**src/rtl/jtag_tap_bsr_if.sv**
```systemverilog
// Serial scan pins of the TAP: TMS/TDI in, TDO with its output enable out.
interface jtag_tap_bsr_if;
  logic tms;
  logic tdi;
  logic tdo;
  logic tdo_oe;

  modport master (output tms, output tdi, input tdo, input tdo_oe);
  modport slave  (input tms, input tdi, output tdo, output tdo_oe);
endinterface

```
**src/rtl/jtag_tap_bsr.sv**
```systemverilog
// IEEE 1149.1 TAP controller with in-block boundary-scan register, IDCODE/SAMPLE/EXTEST/BYPASS.
// Define JTAG_USERDR_EN to add the USER instruction (code 3) and its data/update register.
module jtag_tap_bsr #(
  parameter int          IR_WIDTH   = 4,
  parameter int          BSR_LEN    = 8,
  parameter logic [31:0] IDCODE     = 32'h1000_563F,
  parameter int          USER_WIDTH = 16
) (
  input  logic                  clk,
  input  logic                  rst,
  jtag_tap_bsr_if.slave         jtag,
  input  logic [BSR_LEN-1:0]    sys_in,
  output logic [BSR_LEN-1:0]    pad_out,
  output logic                  bsr_mode,
  output logic [IR_WIDTH-1:0]   ir_out,
  output logic [3:0]            tap_state,
  output logic                  tlr
`ifdef JTAG_USERDR_EN
  ,
  input  logic [USER_WIDTH-1:0] user_in,
  output logic [USER_WIDTH-1:0] user_out,
  output logic                  user_upd
`endif
);

  typedef enum logic [3:0] {
    TLR, RTI, SELDR, CAPDR, SHDR, EX1DR, PAUSEDR, EX2DR,
    UPDDR, SELIR, CAPIR, SHIR, EX1IR, PAUSEIR, EX2IR, UPDIR
  } state_e;

  typedef enum logic [2:0] {
    SEL_EXTEST, SEL_IDCODE, SEL_SAMPLE, SEL_USER, SEL_BYPASS
  } sel_e;

  localparam logic [IR_WIDTH-1:0] INS_EXTEST = IR_WIDTH'(0);
  localparam logic [IR_WIDTH-1:0] INS_IDCODE = IR_WIDTH'(1);
  localparam logic [IR_WIDTH-1:0] INS_SAMPLE = IR_WIDTH'(2);

  state_e               r_state, w_next;
  sel_e                 w_sel;
  logic [IR_WIDTH-1:0]  r_ir_sr, r_ir;
  logic [31:0]          r_id_sr;
  logic                 r_byp;
  logic [BSR_LEN-1:0]   r_bsr_sr, r_bsr_upd;
  logic                 w_tdo;
`ifdef JTAG_USERDR_EN
  logic [USER_WIDTH-1:0] r_user_sr, r_user_out;
  logic                  r_user_upd;
`endif

  always_ff @(posedge clk) begin
    if (rst) r_state <= TLR;
    else     r_state <= w_next;
  end

  always_comb begin
    w_next = r_state;
    case (r_state)
      TLR:     w_next = jtag.tms ? TLR   : RTI;
      RTI:     w_next = jtag.tms ? SELDR : RTI;
      SELDR:   w_next = jtag.tms ? SELIR : CAPDR;
      CAPDR:   w_next = jtag.tms ? EX1DR : SHDR;
      SHDR:    w_next = jtag.tms ? EX1DR : SHDR;
      EX1DR:   w_next = jtag.tms ? UPDDR : PAUSEDR;
      PAUSEDR: w_next = jtag.tms ? EX2DR : PAUSEDR;
      EX2DR:   w_next = jtag.tms ? UPDDR : SHDR;
      UPDDR:   w_next = jtag.tms ? SELDR : RTI;
      SELIR:   w_next = jtag.tms ? TLR   : CAPIR;
      CAPIR:   w_next = jtag.tms ? EX1IR : SHIR;
      SHIR:    w_next = jtag.tms ? EX1IR : SHIR;
      EX1IR:   w_next = jtag.tms ? UPDIR : PAUSEIR;
      PAUSEIR: w_next = jtag.tms ? EX2IR : PAUSEIR;
      EX2IR:   w_next = jtag.tms ? UPDIR : SHIR;
      UPDIR:   w_next = jtag.tms ? SELDR : RTI;
      default: w_next = TLR;
    endcase
  end

  // Unlisted codes (and code 3 without the user register) fall through to BYPASS.
  always_comb begin
    w_sel = SEL_BYPASS;
    if      (r_ir == INS_EXTEST) w_sel = SEL_EXTEST;
    else if (r_ir == INS_IDCODE) w_sel = SEL_IDCODE;
    else if (r_ir == INS_SAMPLE) w_sel = SEL_SAMPLE;
`ifdef JTAG_USERDR_EN
    else if (r_ir == IR_WIDTH'(3)) w_sel = SEL_USER;
`endif
  end

  always_ff @(posedge clk) begin
    if (rst) begin
      r_ir_sr <= '0;
      r_ir    <= INS_IDCODE;
    end else begin
      case (r_state)
        TLR:     r_ir    <= INS_IDCODE;
        CAPIR:   r_ir_sr <= IR_WIDTH'(1);
        SHIR:    r_ir_sr <= IR_WIDTH'({jtag.tdi, r_ir_sr} >> 1);
        UPDIR:   r_ir    <= r_ir_sr;
        default: ;
      endcase
    end
  end

  // Shifts use a concatenate-and-shift form so a 1-bit register needs no special case.
  always_ff @(posedge clk) begin
    if (rst) begin
      r_id_sr   <= '0;
      r_byp     <= 1'b0;
      r_bsr_sr  <= '0;
      r_bsr_upd <= '0;
    end else begin
      case (r_state)
        CAPDR: begin
          case (w_sel)
            SEL_IDCODE:            r_id_sr  <= IDCODE;
            SEL_SAMPLE, SEL_EXTEST: r_bsr_sr <= sys_in;
            SEL_BYPASS:            r_byp    <= 1'b0;
            default: ;
          endcase
        end
        SHDR: begin
          case (w_sel)
            SEL_IDCODE:            r_id_sr  <= {jtag.tdi, r_id_sr[31:1]};
            SEL_SAMPLE, SEL_EXTEST: r_bsr_sr <= BSR_LEN'({jtag.tdi, r_bsr_sr} >> 1);
            SEL_BYPASS:            r_byp    <= jtag.tdi;
            default: ;
          endcase
        end
        UPDDR: begin
          if (w_sel == SEL_SAMPLE || w_sel == SEL_EXTEST) r_bsr_upd <= r_bsr_sr;
        end
        default: ;
      endcase
    end
  end

`ifdef JTAG_USERDR_EN
  always_ff @(posedge clk) begin
    if (rst) begin
      r_user_sr  <= '0;
      r_user_out <= '0;
      r_user_upd <= 1'b0;
    end else begin
      r_user_upd <= 1'b0;
      if (w_sel == SEL_USER) begin
        case (r_state)
          CAPDR: r_user_sr <= user_in;
          SHDR:  r_user_sr <= USER_WIDTH'({jtag.tdi, r_user_sr} >> 1);
          UPDDR: begin
            r_user_out <= r_user_sr;
            r_user_upd <= 1'b1;
          end
          default: ;
        endcase
      end
    end
  end

  assign user_out = r_user_out;
  assign user_upd = r_user_upd;
`endif

  always_comb begin
    w_tdo = 1'b0;
    if (r_state == SHIR) begin
      w_tdo = r_ir_sr[0];
    end else if (r_state == SHDR) begin
      case (w_sel)
        SEL_IDCODE:            w_tdo = r_id_sr[0];
        SEL_SAMPLE, SEL_EXTEST: w_tdo = r_bsr_sr[0];
`ifdef JTAG_USERDR_EN
        SEL_USER:              w_tdo = r_user_sr[0];
`endif
        default:               w_tdo = r_byp;
      endcase
    end
  end

  assign jtag.tdo    = w_tdo;
  assign jtag.tdo_oe = (r_state == SHIR) || (r_state == SHDR);
  assign bsr_mode    = (r_ir == INS_EXTEST);
  assign pad_out     = bsr_mode ? r_bsr_upd : sys_in;
  assign ir_out      = r_ir;
  assign tap_state   = r_state;
  assign tlr         = (r_state == TLR);

endmodule

```
**src/flat_wrapper.sv**
```systemverilog
// flat-port wrapper written by rule: the top's interface ports become plain ports
module jtag_tap_bsr_flat 
#(
  parameter int          IR_WIDTH   = 4,
  parameter int          BSR_LEN    = 8,
  parameter logic [31:0] IDCODE     = 32'h1000_563F,
  parameter int          USER_WIDTH = 16
)
  (clk, rst, sys_in, pad_out, bsr_mode, ir_out, tap_state, tlr, jtag_tms, jtag_tdi, jtag_tdo, jtag_tdo_oe);
  jtag_tap_bsr_if jtag_i ();
  input  logic clk;
  input  logic rst;
  input  logic [BSR_LEN-1:0] sys_in;
  output logic [BSR_LEN-1:0] pad_out;
  output logic bsr_mode;
  output logic [IR_WIDTH-1:0] ir_out;
  output logic [3:0] tap_state;
  output logic tlr;
  input wire logic [$bits(jtag_i.tms)-1:0] jtag_tms;
  input wire logic [$bits(jtag_i.tdi)-1:0] jtag_tdi;
  output wire logic [$bits(jtag_i.tdo)-1:0] jtag_tdo;
  output wire logic [$bits(jtag_i.tdo_oe)-1:0] jtag_tdo_oe;
  assign jtag_i.tms = jtag_tms;
  assign jtag_i.tdi = jtag_tdi;
  assign jtag_tdo = jtag_i.tdo;
  assign jtag_tdo_oe = jtag_i.tdo_oe;
  jtag_tap_bsr #(.IR_WIDTH(IR_WIDTH), .BSR_LEN(BSR_LEN), .IDCODE(IDCODE), .USER_WIDTH(USER_WIDTH)) u_core (.clk(clk), .rst(rst), .jtag(jtag_i), .sys_in(sys_in), .pad_out(pad_out), .bsr_mode(bsr_mode), .ir_out(ir_out), .tap_state(tap_state), .tlr(tlr));
endmodule
```
**config.mk**
```make
export PLATFORM = sky130hd
export DESIGN_NAME = jtag_tap_bsr_flat
export DESIGN_NICKNAME = d
export VERILOG_FILES = /design/src/rtl/jtag_tap_bsr_if.sv /design/src/rtl/jtag_tap_bsr.sv /design/src/flat_wrapper.sv
export SDC_FILE = /design/constraint.sdc
export NUM_CORES = 1
export LEC_CHECK = 0
export CAP_MARGIN = 20
export CORE_MARGIN = 5
export CORE_UTILIZATION = 38
export DETAILED_ROUTE_END_ITERATION = 12
export HOLD_SLACK_MARGIN = 0.02
export PLACE_DENSITY = 0.67
export SLEW_MARGIN = 0
export SYNTH_ARGS = -nofsm -noshare
export SYNTH_HDL_FRONTEND = slang
export SYNTH_SLANG_ARGS = --single-unit
```
**constraint.sdc**
```tcl
create_clock -name clk -period 2.3 [get_ports clk]
set_clock_uncertainty 0.2 [all_clocks]
set_input_delay 0.345 -clock clk [delete_from_list [all_inputs] [get_ports clk]]
set_output_delay 0.345 -clock clk [all_outputs]
set_load 0.1 [all_outputs]
```
Word level (Yosys, flattened, before mapping)
Cells that the tools add are included.

Flip-flop bits (word level): 61. Output and inout port bits: 20. Input bits: 12.

Mux-type cells: 31. Equal/unequal tests: 26. Reduce and logical (&&, ||, !) cells: 16.

Operator list (number): 32-bit 2-to-1 mux (2); 32-bit one-hot mux with 2 select lines (1); 4-bit one-hot mux with 12 select lines (1); 4-bit == test (second input constant) (8); 8-bit 2-to-1 mux (3); 4-bit by 3-bit == test with 1-bit output (second input constant) (4); 4-bit 2-to-1 mux (4); 4-bit one-hot mux with 2 select lines (2); 8-bit one-hot mux with 2 select lines (1); 3-bit 2-to-1 mux (5); 4-bit by 2-bit == test with 1-bit output (second input constant) (3); 3-bit AND reduction (3); 4-bit by 1-bit == test with 1-bit output (second input constant) (2); 4-bit logical NOT (2); 1-bit 2-to-1 mux (7); 2-bit 2-to-1 mux (3); 2-bit by 1-bit != test with 1-bit output (second input constant) (3); 2-bit != test (second input constant) (3); 2-bit nonzero test (3); 2-bit OR reduction (3); 1-bit one-hot mux with 2 select lines (2); 3-bit by 1-bit == test with 1-bit output (second input constant) (1); 3-bit by 2-bit == test with 1-bit output (second input constant) (1); 3-bit == test (second input constant) (1); 4 further kinds (5).

Longest topological paths before layout
Gate-level depths: netlist of the first run.

Word-level depth: 9. Depth in mapped cells: 7. Depth with buffers taken out: 4.

Least setup slack after synthesis of the first run
Ideal clock, no wire load.

Path type: reg2reg. Start point: register u_core.r_state[0], in the netlist u_core.tap_state[0]. End point: register u_core.r_ir[1], in the netlist u_core.ir_out[1]. Stages on the path, launching flop included: 6. Required time: 1.970 ns. Setup time: 0.130 ns. Path slack: -2.709 ns. Clock period less this slack: 5.009 ns. Buffers on the path: 1. Arrival time: 4.679 ns. Cells stage by stage: dfxtp_1 buf_2 nor4_1 nor2_1 a22oi_1 nor2_1.

Cells in the longest elaborated chain, start to end: 2. Elaborated cells on any way between the ends: 4.

Ends and longest elaborated chain: start: declaration (RTL line jtag_tap_bsr.sv:39) `state_e r_state, w_next;`; start signal: assignment (RTL line jtag_tap_bsr.sv:53) `else r_state <= w_next;`; 4-bit logical NOT *; net tlr (RTL line flat_wrapper.sv:18) `output logic tlr;`; 4-bit one-hot mux with 2 select lines / 2-bit nonzero test (equally long branches); end signal: assignment (RTL line jtag_tap_bsr.sv:99) `UPDIR: r_ir <= r_ir_sr;`; end: declaration (RTL line jtag_tap_bsr.sv:41) `logic [IR_WIDTH-1:0] r_ir_sr, r_ir;`.

The timed path passes the listed nets; every way through them passes the cells marked *. A chain may end at the register's enable or synchronous reset.

Final worst setup path of the first run
Start point: register u_core.r_ir[0], in the netlist u_core.ir_out[0]. End point: output port pad_out[1].

Cells in the longest elaborated chain, start to end: 2.

Ends and longest elaborated chain: 4-bit logical NOT (RTL line jtag_tap_bsr.sv:182) `assign bsr_mode = (r_ir == INS_EXTEST);`; 8-bit 2-to-1 mux (RTL line jtag_tap_bsr.sv:183) `assign pad_out = bsr_mode ? r_bsr_upd : sys_in;`; end: declaration (RTL line flat_wrapper.sv:14) `output logic [BSR_LEN-1:0] pad_out;`.

Every way passes these cells.

==> results of run 1 <==
==> cells by family (layout without fill, tap and decap cells) <==
kind of cell | count (synthesis) | count (layout) | synth area share
AOI/OAI and AO/OA | 77 | 77 | 0.234
muxes | 16 | 16 | 0.0645
DFF | 61 | 61 | 0.463
and+or+nand+nor | 97 | 97 | 0.177
buffers and inverters | 31 | 70 | 0.0616
==> routing by layer <==
metal	vias to the layer above	global-route usage
met4	0	0.0623
li1	1109	-
met1	1047	0.187
met5	-	0
met2	44	0.201
met3	6	0.0402
==> sequential cells by signal, indices dropped and copies added (netlist names) <==
register          cells
u_core.r_ir_sr        4
u_core.r_id_sr       32
u_core.r_byp          1
u_core.r_bsr_upd      8
u_core.ir_out         4
u_core.tap_state      4
u_core.r_bsr_sr       8
==> worst reg2reg max path: stages (launching register included) <==
cell and delay, ns:
dfxtp_4 0.37, or3_4 0.40, buf_4 0.15, or4_1 0.64, mux2i_1 0.24, nor2_1 0.05
==> through the flow <==
| step | area, µm² | TNS (ns) | std cells | hold WS, ns |
|---|---|---|---|---|
| floorplan | 2730 | -7.51 | 282 | 0.236 |
| global placement | 3150 | 0 | 389 | 0.270 |
| detailed placement | 3150 | 0 | 389 | 0.265 |
| CTS | 3480 | 0 | 411 | 0.275 |
| global route | 3550 | -0.358 | 417 | 0.295 |
| finish | 3550 | 0 | 417 | 0.276 |
==> layout by cell type (no fill, tap or decap), types with 2 or more instances in the layout <==
cell / count
mux2i_1: 8
inv_1: 4
o21a_1: 2
nor2_1: 48
mux2_2: 8
dfxtp_4: 8
o21ai_1: 2
clkbuf_4: 2
a21oi_1: 5
o21ai_0: 8
dfxtp_1: 53
buf_12: 12
a22oi_1: 23
a31oi_1: 2
o221a_2: 11
a21o_1: 2
a311oi_1: 8
a311oi_2: 2
nand2_1: 23
buf_4: 24
nand2b_1: 4
nor4_4: 2
clkbuf_8: 9
bufinv_16: 3
clkdlybuf4s50_1: 11
nand3_1: 4
==> cell type report <==
| cell class | instances | area [µm²] |
|---|---|---|
| Clock inverter | 6 | 115 |
| Fill cell | 593 | 3250 |
| Multi-Input combinational cell | 190 | 1340 |
| Sequential cell | 61 | 1250 |
| Clock buffer | 10 | 149 |
| Tap cell | 96 | 120 |
| Inverter | 4 | 15.0 |
| Timing Repair Buffer | 50 | 557 |
==> cell usage after synthesis, types with 2 or more instances <==
library cell	n	share of area
a22oi_1	23	0.065
nand3_1	4	0.0076
mux2i_1	8	0.030
a31oi_1	2	0.0047
dfxtp_1	61	0.46
buf_2	7	0.013
buf_6	4	0.017
nand2_1	23	0.033
mux2_2	8	0.034
o21a_1	2	0.0057
buf_4	2	0.0057
o221ai_1	2	0.0066
o21ai_0	10	0.019
a21oi_1	6	0.011
a311oi_2	2	0.011
clkbuf_1	14	0.020
inv_1	4	0.0057
a21o_1	2	0.0057
nand2b_1	4	0.0095
a311oi_1	8	0.027
nor2_1	49	0.070
nor4_1	2	0.0047
o221a_2	11	0.047
==> repair_timing <==
| action | 4_1_cts | 5_1_grt |
|---|---|---|
| gates resized for setup | 3 | 4 |
| buffers inserted | 6 | 6 |
| pin swaps | 2 | 2 |
| setup endpoints to repair | 9 | 10 |
| gates cloned | 0 | 0 |
==> worst paths after layout <==
check                     from             endpoint  slack, ns
min          u_core.r_ir_sr[1]    u_core.r_ir_sr[1]       0.28
min reg2reg  u_core.r_ir_sr[1]    u_core.r_ir_sr[1]       0.28
max reg2reg   u_core.ir_out[3]  u_core.r_bsr_upd[2]       0.11
max           u_core.ir_out[0]           pad_out[1]       0.03
==> where the power goes <==
group	switching (mW)	internal, mW	total (mW)
combinational	0.174	0.102	0.276
clock	0.433	0.791	1.22
sequential	0.0209	1.06	1.08
total	0.628	1.95	2.58
==> metrics.cfg, run 1 <==
[synth]
async_flop_share = 0
synthesis.instances = 282
synth_nets = 294
synth-edff-count = 0
synth_area_um2 = 2640
ys_ff_latch = 61
synthDistinctLibCells = 47
synthFlopType = dfxtp_1
yosysWarnings = 0
synth.avg_cell_area_um2 = 9.36
yosysSeqAreaShare = 0.463

[floorplanning]
die-area_um2 = 8710
die_width_um = 93.4
coreArea_um2 = 6790
die_h_um = 93.4
num_io_pins = 32
start_util = 0.389
num_rows = 30

[detailed_routing]
met2_length_um = 2650
vias = 2206
met1_length_um = 2710
ant_nets = 0
via_per_inst = 5.29
top_layer = met4
first_iter_violations = 156
firstDrtPassIters = 4
drc_errors = 0
drt-total-wl_um = 5730
wl_per_cell_um = 13.7
route.met3.wl_um = 303

[power]
power_density_nw_per_um2 = 728
ir_drop_uv = 321
leakagePower_nw = 1.34
total_power_mw = 2.58

[global_routing]
grt_pass1_wl_um = 9570
overflow = 0
grt_max_degree = 38
grt_pass1_vias = 1965
grt_usage = 0.138
antenna_found_initial = 0

[placement]
io_buffers = 31
place.gp.congestion = 0.803
post-place-ws_ns = 0.170
hpwl_um = 3690

[timing]
slew_viol_final = 0
hold_viol_final = 0
period_share = 0.986
worstMarginPinSlew_ns = 0.451
setup_ws_ns = 0.0332
fin_crit_ns = 2.27
rsz0062_at_grt = yes
max_freq_ghz = 0.441
setup_viol = 0
maxSlewHeadroom = 0.699

[finish]
layout-drive-gt1-share = 0.302
post-route-util = 0.522
syn2layout_area_growth_pct = 34.4
antenna_cells = 0
final_net_count = 328

[run_status]
run_status = complete, no violations

[cts]
clk_latency_ns = 0.33
ctsHoldBuffers = 0
clk_pin_slew_ns = 0.07
cts_sinks = 61
cts_tree = yes
cts_htree_levels = 3
cts_buffers = 9
clockRootBuffer = clkbuf_8
cts.path.max_buffers = 2

[setup_path]
arrival_ns = 1.72
start_kind = register
r2r_cells = 5
cp_cell_sequence = nor4_4 > buf_6 > mux2_2 > buf_12
critPathTopFamily = flip-flops
critPathBufInv = 2
crit_type = reg -> out
max_stage_delay_ns = 0.38
crit_fanout = 9
cp_slowest_cell = dfxtp_4
crit_required_ns = 1.75
endpoint_kind = output port
cp_num_cells = 4

[run]
cap_violations = 0

[worst_hold_path]
hold_path.class = reg -> reg
hold_path_depth = 2

(Power assumes the default switching activity.)
==> run 2, diff against run 1 <==
Settings changed: SKIP_CTS_REPAIR_TIMING from default to 1.
==> run 2 against run 1 <==
  * Combinational power down 1%
  * Critical path depth unchanged
  * Sequential cell count unchanged
  * Non-clock buffer count down 2
  * Global-route usage down 0.37 points
  * Final area down 0.63%
  * Hold slack better by 0.0018 ns
  * Maximum frequency down 0.27%
==> metrics.cfg, run 2 (synthesis gave the netlist of run 1 again) <==
[finish]
fillCellCount = 593  ; unchanged
final_net_count = 326  ; -0.61%
layout-drive-gt1-share = 0.295  ; -0.00751
final_common_cell = dfxtp_1
reg_top3 = u_core.r_id_sr x32, u_core.r_bsr_sr x8, u_core.r_bsr_upd x8
final_cell_mix = dfxtp_1, nor2_1, nand2_1, a22oi_1, buf_4
antenna_cells = 0  ; unchanged
syn2layout_area_growth_pct = 33.5
largest_reg_flops = 32  ; unchanged
regMostFlops = u_core.r_id_sr

[timing]
holdWs_ns = 0.278  ; +0.00175 ns
slew_viol_final = 0  ; unchanged
maxSlewHeadroom = 0.700  ; about the same
setup_viol = 0  ; unchanged
worstMarginPinSlew_ns = 0.451  ; -0.000824 ns
setup_ws_ns = 0.0270  ; -0.00615 ns
fin_crit_ns = 2.27  ; +0.00615 ns
rsz0062_at_grt = yes
hold_viol_final = 0  ; unchanged
max_freq_ghz = 0.440  ; -0.27%
period_share = 0.988  ; +0.00267

[run]
cap_violations = 0  ; unchanged

[cts]
clk_latency_ns = 0.34  ; about the same
cts_sinks = 61  ; unchanged
cts_htree_levels = 3  ; unchanged
cts_tree = yes
clk_pin_slew_ns = 0.07  ; about the same
clockRootBuffer = clkbuf_8
cts_buffers = 9  ; unchanged
cts.path.max_buffers = 2  ; unchanged

[placement]
place.gp.congestion = 0.803  ; unchanged
post-place-ws_ns = 0.170  ; unchanged
io_buffers = 31  ; unchanged
hpwl_um = 3690  ; unchanged

[setup_path]
arrival_ns = 1.73  ; about the same
crit_fanout = 9  ; unchanged
crit_type = reg -> out
start_kind = register
crit_required_ns = 1.75  ; about the same
rr_startpoint = u_core.ir_out[2]
endpoint_kind = output port
r2r_end = u_core.r_bsr_upd[2]
reg2reg_slack_ns = 0.09  ; -0.02 ns
r2r_cells = 5  ; unchanged

[global_routing]
grt_max_degree = 38  ; unchanged
overflow = 0  ; unchanged
grt_usage = 0.134  ; -0.00373
antenna_found_initial = 0  ; unchanged
grt_pass1_vias = 1895  ; -3.6%
grt_pass1_wl_um = 9300  ; -2.8%

[worst_hold_path]
worstHoldEndpoint = u_core.r_ir_sr[1]
hold_path_depth = 2  ; unchanged
hold_path.class = reg -> reg
min_from = u_core.r_ir_sr[1]

[floorplanning]
die_width_um = 93.4  ; unchanged
die_h_um = 93.4  ; unchanged
die-area_um2 = 8710  ; unchanged
start_util = 0.389  ; unchanged
coreArea_um2 = 6790  ; unchanged
num_rows = 30  ; unchanged
num_io_pins = 32  ; unchanged

[detailed_routing]
wl_per_cell_um = 13.8  ; +0.38%
drc_errors = 0  ; unchanged
vias = 2199  ; -0.32%
drt-total-wl_um = 5730  ; -0.10%
via_per_inst = 5.30  ; +0.16%
ant_nets = 0  ; unchanged
first_iter_violations = 130  ; -17%
firstDrtPassIters = 4  ; unchanged

[power]
leakagePower_nw = 1.32  ; -1.3%
ir_drop_uv = 358  ; +11%
power_density_nw_per_um2 = 734  ; +0.77%

[run_status]
run_status = complete, no violations

-- run 2: cell count changes in the layout (fill, tap and decap cells not counted) --
cell      previous run  this run
buf_4               24        23
clkbuf_4             2         1
o41ai_1              0         1
o41ai_2              1         0
-- run 2: report_power, final --
| part | internal, mW | leakage, nW | switching, mW |
|---|---|---|---|
| Clock | 0.791 | 0.128 | 0.438 |
| Combinational | 0.101 | 0.694 | 0.171 |
| Sequential | 1.06 | 0.497 | 0.0236 |
-- run 2: metrics by stage --
| step | util | power [mW] | std cells | instance area (µm²) | setup TNS [ns] |
|---|---|---|---|---|---|
| global route | 0.519 | 2.68 | 415 | 3520 | -0.280 |
| global placement | 0.464 | 1.37 | 389 | 3150 | 0 |
| CTS | 0.502 | 2.60 | 405 | 3410 | -0.356 |
| finish | 0.519 | 2.59 | 415 | 3520 | 0 |
| detailed placement | 0.464 | 1.37 | 389 | 3150 | 0 |
| floorplan | - | 1.28 | 282 | 2730 | -7.51 |
-- run 2: routing by layer --
| metal | wire length, µm | vias to the layer above | global-route usage |
|---|---|---|---|
| met4 | 54 | 0 | 0.0623 |
| met1 | 2800 | 1048 | 0.182 |
| met5 | 0 | - | 0 |
| met2 | 2590 | 44 | 0.195 |
| met3 | 288 | 4 | 0.0402 |
| li1 | - | 1103 | - |
-- run 2: how the worst max path moves through the flow --
stage | endpoint | start | depth (start not counted)
3_3_place_gp | u_core.r_bsr_sr[5] | u_core.tap_state[0] | 4
2_1_floorplan | pad_out[0] | u_core.ir_out[3] | 3
6_report | pad_out[1] | u_core.ir_out[0] | 4
5_1_grt | jtag_tdo | u_core.tap_state[1] | 5
3_5_place_dp | u_core.r_bsr_sr[1] | u_core.tap_state[0] | 4
4_1_cts | jtag_tdo | u_core.ir_out[0] | 5
-- run 2: area by class of cell --
| type | instances | area, µm² | share of cell area |
|---|---|---|---|
| repair buffers | 48 | 542 | 0.154 |
| multi-input cells | 190 | 1330 | 0.378 |
| well taps | 96 | 120 | 0.0341 |
| clock inverters | 6 | 115 | 0.0327 |
| inverters | 4 | 15.0 | 0.00426 |
| flip-flops and latches | 61 | 1250 | 0.355 |
| clock buffers | 10 | 149 | 0.0422 |
-- run 2: critical path: stages, from the launching register on --
cell	delay [ns]
dfxtp_4	0.37
nor4_4	0.29
buf_6	0.19
mux2_2	0.37
buf_12	0.17
